**config.mk**
```make
export PLATFORM = sky130hd
export DESIGN_NAME = execute_unit
export DESIGN_NICKNAME = d
export VERILOG_FILES = /design/src/rtl/execute_unit.sv
export SDC_FILE = /design/constraint.sdc
export NUM_CORES = 1
export LEC_CHECK = 0
export CORE_ASPECT_RATIO = 1.2
export CORE_MARGIN = 3
export CORE_UTILIZATION = 59
export CTS_CLUSTER_DIAMETER = 120
export CTS_CLUSTER_SIZE = 12
export DETAILED_ROUTE_END_ITERATION = 7
export PLACE_DENSITY_LB_ADDON = 0.08
export SYNTH_ARGS = -nofsm -noshare
export SYNTH_HDL_FRONTEND = slang
export SYNTH_SLANG_ARGS = --single-unit
export TNS_END_PERCENT = 5
```
**constraint.sdc**
```tcl
create_clock -name CLK -period 8.6 [get_ports CLK]
set_input_delay 2.15 -clock CLK [delete_from_list [all_inputs] [get_ports CLK]]
set_output_delay 2.15 -clock CLK [all_outputs]
set_load 0.005 [all_outputs]
```
**src/rtl/execute_unit.sv**
```systemverilog
// Execute stage: two operand muxes, ALU, status register, valid/ready issue.
// Define EXEC_MUL_EN to add the iterative shift-add multiplier (op 9).
module execute_unit #(
  parameter int WIDTH     = 16,
  parameter int ADDR_W    = 10,
  parameter int INC_CONST = 2
) (
  input  logic              CLK,
  input  logic              reset,
  input  logic              in_valid,
  output logic              in_ready,
  input  logic [1:0]        src_a_sel,
  input  logic [1:0]        src_b_sel,
  input  logic [WIDTH-1:0]  mdr_in,
  input  logic [WIDTH-1:0]  imm_in,
  input  logic [1:0]        cc_in,
  input  logic [WIDTH-1:0]  pc_in,
  input  logic [WIDTH-1:0]  reg_in,
  input  logic [3:0]        alu_op,
  input  logic [ADDR_W-1:0] addr_in,
  input  logic              out_sel,
  input  logic              sr_w,
  output logic [WIDTH-1:0]  alu_out,
  output logic [3:0]        sr_out,
  output logic              out_valid,
  output logic              busy
);
  localparam int SHW = $clog2(WIDTH);

  logic [WIDTH-1:0]  a, b, res, addr_ext;
  logic [WIDTH:0]    ext;
  logic signed [WIDTH:0] sext;
  logic [SHW-1:0]    amt;
  logic [3:0]        flags;
  logic              c, v, issue, is_mul;

  assign issue    = in_valid && in_ready;
  assign addr_ext = WIDTH'(addr_in);
  assign amt      = b[SHW-1:0];
  assign flags    = {res[WIDTH-1], res == '0, c, v};

  always_comb begin
    unique case (src_a_sel)
      2'd0: a = mdr_in;
      2'd1: a = imm_in;
      2'd2: a = WIDTH'(cc_in);
      default: a = pc_in;
    endcase
    unique case (src_b_sel)
      2'd0: b = WIDTH'(sr_out);
      2'd1: b = reg_in;
      2'd2: b = WIDTH'(INC_CONST);
      default: b = alu_out;
    endcase
  end

  // Shifts run one bit wider so the last bit shifted out lands in ext/sext.
  always_comb begin
    res  = '0;
    c    = 1'b0;
    v    = 1'b0;
    ext  = '0;
    sext = '0;
    case (alu_op)
      4'd0: begin
        ext = {1'b0, a} + {1'b0, b};
        res = ext[WIDTH-1:0];
        c   = ext[WIDTH];
        v   = (a[WIDTH-1] == b[WIDTH-1]) &&
              (res[WIDTH-1] != a[WIDTH-1]);
      end
      4'd1: begin
        res = a - b;
        c   = a >= b;
        v   = (a[WIDTH-1] != b[WIDTH-1]) &&
              (res[WIDTH-1] != a[WIDTH-1]);
      end
      4'd2: res = a & b;
      4'd3: res = a | b;
      4'd4: res = a ^ b;
      4'd5: begin
        ext = {1'b0, a} << amt;
        res = ext[WIDTH-1:0];
        c   = ext[WIDTH];
      end
      4'd6: begin
        ext = {a, 1'b0} >> amt;
        res = ext[WIDTH:1];
        c   = ext[0];
      end
      4'd7: begin
        sext = $signed({a, 1'b0}) >>> amt;
        res  = sext[WIDTH:1];
        c    = sext[0];
      end
      4'd8: res = b;
      default: ;
    endcase
  end

`ifdef EXEC_MUL_EN
  typedef enum logic {IDLE, MUL} state_t;
  state_t             state;
  logic [2*WIDTH-1:0] acc, mcand, prod;
  logic [WIDTH-1:0]   mplier, addr_q;
  logic [SHW-1:0]     cnt;
  logic               out_sel_q, sr_w_q;

  assign is_mul   = alu_op == 4'd9;
  assign in_ready = state == IDLE;
  assign busy     = state == MUL;
  assign prod     = acc + (mplier[0] ? mcand : '0);
`else
  assign is_mul   = 1'b0;
  assign in_ready = 1'b1;
  assign busy     = 1'b0;
`endif

  always_ff @(posedge CLK or posedge reset) begin
    if (reset) begin
      alu_out   <= '0;
      sr_out    <= '0;
      out_valid <= 1'b0;
`ifdef EXEC_MUL_EN
      state     <= IDLE;
      acc       <= '0;
      mcand     <= '0;
      mplier    <= '0;
      cnt       <= '0;
      addr_q    <= '0;
      out_sel_q <= 1'b0;
      sr_w_q    <= 1'b0;
`endif
    end else begin
      out_valid <= 1'b0;
      if (issue && !is_mul) begin
        out_valid <= 1'b1;
        if (out_sel) begin
          alu_out <= addr_ext;
        end else begin
          alu_out <= res;
          if (sr_w) sr_out <= flags;
        end
      end
`ifdef EXEC_MUL_EN
      unique case (state)
        IDLE: if (issue && is_mul) begin
          state     <= MUL;
          acc       <= '0;
          mcand     <= (2*WIDTH)'(a);
          mplier    <= b;
          cnt       <= '0;
          addr_q    <= addr_ext;
          out_sel_q <= out_sel;
          sr_w_q    <= sr_w;
        end
        MUL: begin
          acc    <= prod;
          mcand  <= mcand << 1;
          mplier <= mplier >> 1;
          cnt    <= cnt + 1'b1;
          if (cnt == SHW'(WIDTH-1)) begin
            state     <= IDLE;
            out_valid <= 1'b1;
            if (out_sel_q) begin
              alu_out <= addr_q;
            end else begin
              alu_out <= prod[WIDTH-1:0];
              if (sr_w_q)
                sr_out <= {prod[WIDTH-1], prod[WIDTH-1:0] == '0,
                           |prod[2*WIDTH-1:WIDTH], 1'b0};
            end
          end
        end
        default: state <= IDLE;
      endcase
`endif
    end
  end
endmodule
```
* Yosys cells after proc, flatten, opt, wreduce, memory -nomap -nowiden
Index checks and enable logic that the tools add are counted.
** Word-level totals
- Bits in registers :: 21
- Bits in latches :: 0
- Memory bits (writable) :: 0
- ROM bits :: 0
- Input bits :: 89
- Output and inout bits :: 23
- Logic and storage cells :: 43
- Memories :: 0
** Operators by class
- $add $sub $neg :: 2
- $mul :: 0
- Divide/modulo/power cells :: 0
- $lt $le $gt $ge :: 1
- Eq/ne operators :: 16
- Shift operators :: 3
- Muxes and demuxes :: 7
- Bitwise gates (word level) :: 4
- Reductions and logical operators :: 7
** Operator list (number)
- $pmux W16 S9 :: 1
- $pmux W16 S3 :: 2
- $add A16 B16 Y17 :: 1
- $shl A16 B4 Y17 :: 1
- $shr A17 B4 Y17 :: 1
- $sshr A17 B4 Y17 :: 1
- $and A16 B16 Y16 :: 1
- $eq A4 B3 Y1 const B :: 4
- $ge A16 B16 Y1 :: 1
- $logic_not A16 Y1 :: 1
- $mux W16 :: 1
- $or A16 B16 Y16 :: 1
- $sub A16 B16 Y16 :: 1
- $xor A16 B16 Y16 :: 1
- $eq A4 B2 Y1 const B :: 2
- $pmux W1 S5 :: 1
- $eq A2 B1 Y1 const B :: 2
- $eq A2 B2 Y1 const B :: 2
- $eq A4 B1 Y1 const B :: 1
- $eq A4 B4 Y1 const B :: 1
- $logic_not A2 Y1 :: 2
- $logic_not A4 Y1 :: 1
- $ne A1 B1 Y1 :: 3
- $reduce_and A3 Y1 :: 1
- other kinds (5) :: 6

* Depth between registers and ports, before layout
Gate-level depths: netlist (run 1).
- Depth in word-level cells :: 6
- Gate-level depth with buffers :: 19
- Gate-level depth less buffers :: 14

* Worst setup path after synthesis (run 1)
Ideal clock, no wire load.
- Path kind :: input port to flip-flop
- From :: input src_b_sel[1]
- To :: register sr_out[2]
- Library setup time :: 0.067 ns
- Arrival time :: 6.033 ns
- Required time :: 8.533 ns
- Setup slack :: 2.500 ns
- Stages :: 16
- Path buffers :: 4
- Cell sequence :: buf_2 mux2i_1 clkbuf_1 buf_2 buf_2 ha_1 a211oi_1 o31ai_1 a211o_1 a21o_1 a21o_1 a221o_1 a2111oi_0 nand2_1 nor4_2 a41o_1
** On the way
- Longest elaborated chain between the ends :: 5
- Elaborated cells between the ends (all ways) :: 14
- Those cells by class :: add/sub (2); eq/ne (2); shift (3); mux (2); bitwise (3); reduce/logical (2)
** RTL lines
- start: declaration :: RTL line 13 : input logic [1:0] src_b_sel,
- $eq A2 B2 Y1, or another cell as far along :: RTL line 49 : unique case (src_b_sel)
- $pmux W16 S3 * :: RTL line 49
- $sub A16 B16 Y16, or another cell as far along :: RTL line 73 : res = a - b;
- $pmux W16 S9 * :: RTL line 64 : case (alu_op)
- $logic_not A16 Y1 * :: RTL line 40 : assign flags = {res[WIDTH-1], res == '0, c, v};
- end signal: assignment :: RTL line 142 : if (sr_w) sr_out <= flags;
- end: declaration :: RTL line 24 : output logic [3:0] sr_out,
Mark *: on every way between the ends. The rest lies on a longest branch, timed or not.
A chain may end at the register's enable or synchronous reset.

* Worst setup path after layout (run 1)
- From :: input src_a_sel[1]
- To :: register sr_out[2]
** On the way
- Longest elaborated chain between the ends :: 5
- Elaborated cells between the ends (all ways) :: 14
- Those cells by class :: add/sub (2); eq/ne (2); shift (3); mux (2); bitwise (3); reduce/logical (2)
** RTL lines
- start: declaration :: RTL line 12 : input logic [1:0] src_a_sel,
- $eq A2 B2 Y1, or another cell as far along :: RTL line 43 : unique case (src_a_sel)
- $pmux W16 S3 * :: RTL line 43
- $sub A16 B16 Y16, or another cell as far along :: RTL line 73
- $pmux W16 S9 * :: RTL line 64
- $logic_not A16 Y1 * :: RTL line 40
Marks and branches as above.

==> results.md, run 1 <==
| Metric | Value | Unit |
| --- | --- | --- |
| Result of the run | completed | - |
| Via count | 7329 | - |
| Total net switching power | 398 | µW |
| Clock tree sinks | 21 | - |
| Synth area leader | sky130_fd_sc_hd__ha_1 | - |
| Number of routed nets with antenna violations | 0 | - |
| Unrepaired setup endpoints after global routing | false | - |
| Post-Syn Nets | 957 | - |
| Routed length per placed instance | 24.7 | µm |
| Yosys warning count | 0 | - |
| Startpoint Class | input port | - |
| Number of global-route vias before repair | 7067 | - |
| Number of maximum-capacitance violations | 0 | - |
| CP max stage cell | sky130_fd_sc_hd__nor2_1 | - |
| Net count reported at finish | 1020 | - |
| Required time of the worst setup path | 8800 | ps |
| Final cycle utilization of the critical path | 0.832 | - |
| Gate power share | 0.721 | - |
| Final RePlAce weighted congestion | 1.12 | - |
| Wire length of the first global-routing pass | 38300 | µm |
| Starting DRT DRC Count | 1229 | - |
| Async set or reset register ratio after synthesis | 1.00 | - |
| Critical path cell sequence | clkdlybuf4s50_1 > nor2_1 > a22o_1 > ha_1 > a21oi_1 > o2bb2ai_1 > o31a_1 > a31o_2 > nor4_1 > nor3_1 > a221oi_1 > nor3_1 > nor4_1 > a41o_1 | - |
| Highest Signal Layer | met4 | - |
| TritonCTS clock tree | built | - |
| All-layer global routing usage | 0.427 | - |
| Initial core utilization | 0.612 | - |
| Endpoint of the worst register-to-register path | sr_out[2] | - |
| Area of the die | 11200 | µm² |
| Resize count post-CTS | 0 | - |
| Logic depth of the worst register-to-register path | 13 | - |
| LEAKAGE | 0.00291 | µW |
| Share of the core filled with cells in the final layout | 0.730 | - |
| Main synth FF type | sky130_fd_sc_hd__dfrtp_1 | - |
| Hold WC Path Type | reg -> reg | - |
| Root Buffer | sky130_fd_sc_hd__clkbuf_16 | - |
| Number of flops mapped to enable cells by yosys | 0 | - |
| Aggregate routed wire length | 24800 | µm |
| Routed length on met1 | 8470 | µm |
| Final Hold Vio Count | 0 | - |
| Data arrival, critical path | 7360 | ps |
| Hold WS | 535 | ps |
| Slew of the pin with the lowest slew margin | 1230 | ps |
| Critical path type | in -> reg | - |
| Largest stage delay on the critical path | 840 | ps |
| P_int | 411 | µW |
| Vias per cell | 7.31 | - |
| PortBufs | 109 | - |
| Count of unresolved DRC violations after routing | 0 | - |
| CTS H-tree depth | 1 | - |
| Max IR drop VDD | 0.0727 | mV |
| First-pass detailed-route iteration total | 7 | - |
| Worst R2R Start | sr_out[1] | - |
| Total number of placement rows | 39 | - |
| WHS Path Cells | 1 | - |
| Ant. Diodes | 0 | - |
| Number of antenna violations at the first check in global routing | 0 | - |
| TNS Setup | 0 | ps |
| Fraction of final layout cells with drive strength greater than 1 | 0.0774 | - |
| Net Sw Frac | 0.492 | - |
| Die extent in y | 115 | µm |
| Mean cell area of the mapped netlist | 7.20 | µm² |
| Clock buffer count from CTS | 3 | - |
| Largest net degree at the start of global routing | 50 | - |
| Met3 wire length | 3190 | µm |
| Critical Path Start | src_a_sel[1] | - |
| Cell count after synthesis | 817 | - |
| Worst-case headroom to the max-slew limit | 0.176 | - |
| Worst Skew | 3.50 | ps |
| Max Clk Rate | 140 | MHz |
| Setup slack on the worst flop-to-flop path | 4090 | ps |
| Synth unique cells | 85 | - |
| Cell area after technology mapping | 5880 | µm² |
| P&R area growth vs syn | 19.2 | % |
| Width of the chip | 97.2 | µm |
| Worst-Skew Late Latency | 260 | ps |
| Deepest clock path buffer count | 2 | - |
| Most common cell in the synthesized netlist | sky130_fd_sc_hd__nor2_1 | - |
| Worst setup endpoint | sr_out[2] | - |
| Proportion of power drawn by flip-flops and latches | 0.154 | - |
| Area share of the largest cell type after synthesis | 0.104 | - |
| Detailed placer's ending HPWL | 19200 | µm |
| Total Power Consumption | 808 | µW |
| Sequential-to-total area share from yosys stat | 0.0893 | - |
| Post-CTS Setup Repair Bufs | 0 | - |
| Number of register bits inferred by synthesis | 21 | - |
| Dominant cells by area after synthesis | sky130_fd_sc_hd__ha_1, sky130_fd_sc_hd__dfrtp_1, sky130_fd_sc_hd__mux2i_1, sky130_fd_sc_hd__mux2_2, sky130_fd_sc_hd__a21oi_1 | - |
| Met2 wire length | 11000 | µm |
| Period minus WS final | 7160 | ps |
| Clock transition at the register clock pins on the worst setup and hold paths after CTS | 60 | ps |
| Hold bufs inserted after CTS | 0 | - |
| Slew Limit Fails | 0 | - |
| Core area | 9610 | µm² |
| Worst setup EP type | flip-flop | - |
| Max FO, Critical Path | 18 | - |
| Top-Level Pins | 112 | - |
| Total power per unit cell area | 115 | nW/µm² |
| Commonest cells in the netlist | sky130_fd_sc_hd__nor2_1, sky130_fd_sc_hd__nand2_1, sky130_fd_sc_hd__a21oi_1 | - |
| Clk network pwr share | 0.124 | - |
| Gr ovfl total | 0 | - |
| Number of failing setup endpoints in the final timing report | 0 | - |
==> cells by family (layout without fill, tap and decap cells) <==
| group | after synthesis | after routing | share of synthesized area |
|---|---|---|---|
| xor gates and xnor gates | 8 | 8 | 0.0119 |
| adders and majority gates | 51 | 51 | 0.111 |
| AOI/OAI and AO/OA | 281 | 281 | 0.330 |
| and+or+nand+nor | 244 | 244 | 0.197 |
| other | 2 | 2 | 0.00128 |
| buffers and inverters | 119 | 181 | 0.0878 |
| muxes | 91 | 91 | 0.172 |
| DFF | 21 | 21 | 0.0893 |
==> registers in the layout (all words and copies together), names as in the netlist <==
name	count
alu_out	16
out_valid	1
sr_out	4
==> area by class of cell <==
class | instances | area [µm²]
Clock buffer | 3 | 75.1
Clock inverter | 1 | 7.51
Fill cell | 727 | 2600
Inverter | 54 | 203
Multi-Input combinational cell | 677 | 4850
Sequential cell | 21 | 526
Tap cell | 123 | 154
Timing Repair Buffer | 123 | 1200
==> power by group through the flow <==
stage	Sequential (µW)	Clock, µW	Combinational (µW)
floorplan	124	0	369
global placement	126	0	544
detailed placement	126	0	554
CTS	124	101	558
global route	127	106	617
finish	125	101	583
==> layer usage <==
layer / vias to the layer above / GRT usage
li1: 3186 / -
met1: 3298 / 0.509
met2: 656 / 0.706
met3: 189 / 0.0771
met4: 0 / 0.289
met5: - / 0
==> cell usage in the layout (no fill, tap or decap), types with 7 or more instances in the layout <==
cell	n
sky130_fd_sc_hd__a2111oi_0	10
sky130_fd_sc_hd__a211oi_1	15
sky130_fd_sc_hd__a21oi_1	63
sky130_fd_sc_hd__a221o_1	7
sky130_fd_sc_hd__a221oi_1	7
sky130_fd_sc_hd__a22o_1	14
sky130_fd_sc_hd__a31oi_1	10
sky130_fd_sc_hd__buf_4	14
sky130_fd_sc_hd__clkdlybuf4s50_1	109
sky130_fd_sc_hd__dfrtp_1	21
sky130_fd_sc_hd__ha_1	49
sky130_fd_sc_hd__inv_1	52
sky130_fd_sc_hd__mux2_2	33
sky130_fd_sc_hd__mux2i_1	50
sky130_fd_sc_hd__nand2_1	68
sky130_fd_sc_hd__nand2b_1	7
sky130_fd_sc_hd__nand3_1	14
sky130_fd_sc_hd__nor2_1	78
sky130_fd_sc_hd__nor2b_1	10
sky130_fd_sc_hd__nor3_1	24
sky130_fd_sc_hd__nor4_1	8
sky130_fd_sc_hd__o21ai_0	49
sky130_fd_sc_hd__o221ai_1	11
sky130_fd_sc_hd__o22ai_1	22
sky130_fd_sc_hd__xnor2_1	7
==> metrics by stage <==
step / instances / instance area (µm²) / worst slack, ps
2_1_floorplan: 817 / 5880 / 2500
3_3_place_gp: 998 / 6930 / 1590
3_5_place_dp: 998 / 6930 / 1360
4_1_cts: 1002 / 7010 / 1640
5_1_grt: 1002 / 7010 / 1130
6_report: 1002 / 7010 / 1440
==> worst max-delay path, delay by kind of cell <==
kind	cells	cell delay, ps
AO/OA/AOI/OAI	7	2120
adder cells (fa/ha/maj)	1	340
buffers and inverters	1	810
AND/OR/NAND/NOR	5	1930
==> worst min-delay path by stage <==
stage	startpoint	to	slack [ps]
after floorplan	sr_out[3]	sr_out[3]	490
after detailed placement	alu_out[9]	alu_out[9]	520
after global placement	alu_out[9]	alu_out[9]	520
after CTS	alu_out[9]	alu_out[9]	540
after global routing	alu_out[2]	alu_out[2]	570
final	alu_out[9]	alu_out[9]	540
Power figures use the tool's default switching activity.
==> inputs of run 2 (changes only) <==
Settings changed: CORE_UTILIZATION 59 to 55.
Clock period 8.6 ns to 6.7 ns, I/O delays scaled along.
==> run 2 against run 1 <==
  * Setup slack got worse by 1100 ps
  * Critical path depth unchanged
  * Clock-buffer cell count stayed put
  * Largest power group unchanged
  * Non-clock buffer count up 14
  * Hold slack better by 14 ps
  * First-iteration DRC count shrank 12%
  * Cell area rose by 1.6%
  * Combinational power increased by 31%
  * Via count is 1.2% higher
  * Register-to-register slack got worse by 1800 ps
  * Global-route usage decreased by 2.0 points
==> results.md, run 2 (synthesis gave the netlist of run 1 again) <==
| Metric | Value | Unit | vs previous |
| --- | --- | --- | --- |
| Result of the run | completed | - |  |
| Critical path cell sequence | clkdlybuf4s50_1 > nor2_1 > a22o_1 > ha_1 > nor2b_1 > o31ai_1 > a211o_1 > a21o_1 > a21o_1 > a221o_1 > a2111oi_0 > nand2_1 > nor4_2 > a41o_1 | - |  |
| TritonCTS clock tree | built | - |  |
| Share of the core filled with cells in the final layout | 0.698 | - | -0.0320 |
| Fraction of final layout cells with drive strength greater than 1 | 0.0918 | - | +0.0145 |
| Gr ovfl total | 0 | - | unchanged |
| Die extent in y | 119 | µm | +3.4% |
| Number of routed nets with antenna violations | 0 | - | unchanged |
| Hold WC Path Type | reg -> reg | - |  |
| Top Registers | alu_out x16, sr_out x4, out_valid x1 | - |  |
| Area used by multi-input combinational logic | 4850 | µm² | unchanged |
| Root Buffer | sky130_fd_sc_hd__clkbuf_16 | - |  |
| Final Hold Vio Count | 0 | - | unchanged |
| Resize count post-CTS | 0 | - | unchanged |
| Routed length per placed instance | 24.8 | µm | +0.28% |
| Largest net degree at the start of global routing | 47 | - | -6.0% |
| Data arrival, critical path | 6530 | ps | -830 ps |
| Number of antenna violations at the first check in global routing | 0 | - | unchanged |
| Ant. Diodes | 0 | - | unchanged |
| Number of maximum-capacitance violations | 0 | - | unchanged |
| Clock tree sinks | 21 | - | unchanged |
| Number of failing setup endpoints in the final timing report | 0 | - | unchanged |
| Core area | 10200 | µm² | +6.2% |
| Hold bufs inserted after CTS | 0 | - | unchanged |
| CTS H-tree depth | 1 | - | unchanged |
| Wire length of the first global-routing pass | 38600 | µm | +0.98% |
| Worst-Skew Late Latency | 260 | ps | about the same |
| Most frequent cell on the critical path | sky130_fd_sc_hd__a21o_1 | - |  |
| Unrepaired setup endpoints after global routing | false | - |  |
| Slew Limit Fails | 0 | - | unchanged |
| Slew of the pin with the lowest slew margin | 1140 | ps | -83.1 ps |
| Worst Skew | 6.22 | ps | +2.72 ps |
| Max Clk Rate | 158 | MHz |  |
| P&R area growth vs syn | 21.0 | % |  |
| Aggregate routed wire length | 25300 | µm | +2.0% |
| Initial core utilization | 0.576 | - | -0.0358 |
| Final RePlAce weighted congestion | 1.12 | - | -0.46% |
| Largest stage delay on the critical path | 800 | ps | -40 ps |
| Deepest clock path buffer count | 2 | - | unchanged |
| Top cell family by delay on the critical path | compound AO/OA/AOI/OAI gates | - |  |
| Total power per unit cell area | 148 | nW/µm² | +29% |
| Count of unresolved DRC violations after routing | 0 | - | unchanged |
| Total number of placement rows | 40 | - | +2.6% |
| All-layer global routing usage | 0.407 | - | -0.0203 |
| LEAKAGE | 0.00297 | µW | +2.3% |
| First-pass detailed-route iteration total | 6 | - | -1 |
| Net count reported at finish | 1034 | - | +1.4% |
| Max FO, Critical Path | 13 | - | -5 |
| PortBufs | 109 | - | unchanged |
| Post-CTS Setup Repair Bufs | 0 | - | unchanged |
| Period minus WS final | 6320 | ps |  |
| Most common library cell in the layout ignoring fill and taps | sky130_fd_sc_hd__clkdlybuf4s50_1 | - |  |
| Critical Path Start | src_a_sel[0] | - |  |
| Vias per cell | 7.28 | - | -0.47% |
| Via count | 7418 | - | +1.2% |
| Top-Level Pins | 112 | - | unchanged |
| Starting DRT DRC Count | 1078 | - | -12% |
| Width of the chip | 100 | µm | +3.4% |
| Most flops, register | alu_out | - |  |
| Max IR drop VDD | 0.110 | mV | +51% |
| Number of flip-flops in the largest register | 16 | - | unchanged |
| Detailed placer's ending HPWL | 20000 | µm | +4.1% |
| Worst setup EP type | flip-flop | - |  |
| Required time of the worst setup path | 6900 | ps | -1900 ps |
| Buf/Inv on CP | 1 | - | unchanged |
| Critical path type | in -> reg | - |  |
| Layout fillers | 879 | - | +21% |
| Hold path start | alu_out[0] | - |  |
| Worst-case headroom to the max-slew limit | 0.218 | - | +0.0425 |
| Setup slack on the worst flop-to-flop path | 2290 | ps | -1800 ps |
| Most used cells in the layout excluding fill and tap cells | sky130_fd_sc_hd__clkdlybuf4s50_1, sky130_fd_sc_hd__nor2_1, sky130_fd_sc_hd__nand2_1, sky130_fd_sc_hd__a21oi_1, sky130_fd_sc_hd__inv_1 | - |  |
| Storage element area | 526 | µm² | unchanged |
| Number of global-route vias before repair | 7032 | - | -0.50% |
| CP max stage cell | sky130_fd_sc_hd__a2111oi_0 | - |  |
| Area of the die | 12000 | µm² | +6.9% |
| Startpoint Class | input port | - |  |
| TNS Setup | 0 | ps | unchanged |
| Worst R2R Start | sr_out[2] | - |  |
| Clock transition at the register clock pins on the worst setup and hold paths after CTS | 60 | ps | about the same |
| Clock buffer count from CTS | 3 | - | unchanged |
| Final cycle utilization of the critical path | 0.944 | - |  |
-- run 2: changes by cell type in the layout (fill, tap and decap cells not counted) --
| cell | previous run | this run |
|---|---|---|
| sky130_fd_sc_hd__nor4_1 | 8 | 9 |
| sky130_fd_sc_hd__nor4b_1 | 2 | 1 |
| sky130_fd_sc_hd__nor4_2 | 2 | 1 |
| sky130_fd_sc_hd__buf_4 | 14 | 28 |
| sky130_fd_sc_hd__nor4b_2 | 0 | 1 |
-- run 2: metal layers --
| layer | part of all wire | global-route usage | wire length [µm] | vias up |
|---|---|---|---|---|
| li1 | - | - | - | 3223 |
| met1 | 0.35 | 0.500 | 8860 | 3375 |
| met2 | 0.45 | 0.660 | 11400 | 679 |
| met3 | 0.12 | 0.0609 | 3060 | 141 |
| met4 | 0.076 | 0.248 | 1910 | 0 |
| met5 | 0 | 0 | 0 | - |
-- run 2: path summary, 6_finish.rpt --
check / endpoint / cells after the start
worst min register to register: alu_out[0] / 1
worst min-delay path: alu_out[0] / 1
min in group asynchronous: alu_out[14] / 2
max in group asynchronous: alu_out[2] / 2
worst max register to register: sr_out[2] / 14
worst max-delay path: sr_out[2] / 14
-- run 2: power breakdown --
part	switching (µW)	internal [µW]	leakage (µW)	total, µW
clock network	51.6	81.0	0.0000371	133
logic	451	312	0.00267	763
registers	16.4	144	0.000270	161
total	519	537	0.00297	1060
-- run 2: per-stage QoR --
step                setup WS (ps)  total power [µW]  hold WS, ps  std cells  cell area, µm²
floorplan                    1070               632          494        817            5880
global placement              419               876          514       1015            7040
detailed placement            304               889          529       1015            7040
CTS                           559              1020          547       1019            7120
global route                  116              1110          569       1019            7120
finish                        376              1060          549       1019            7120
-- run 2: cell type report --
type                    instances  area share
clock buffers                   3      0.0105
clock inverters                 1     0.00105
repair buffers                137       0.183
well taps                     126      0.0221
multi-input cells             677       0.681
flip-flops and latches         21      0.0738
inverters                      54      0.0285
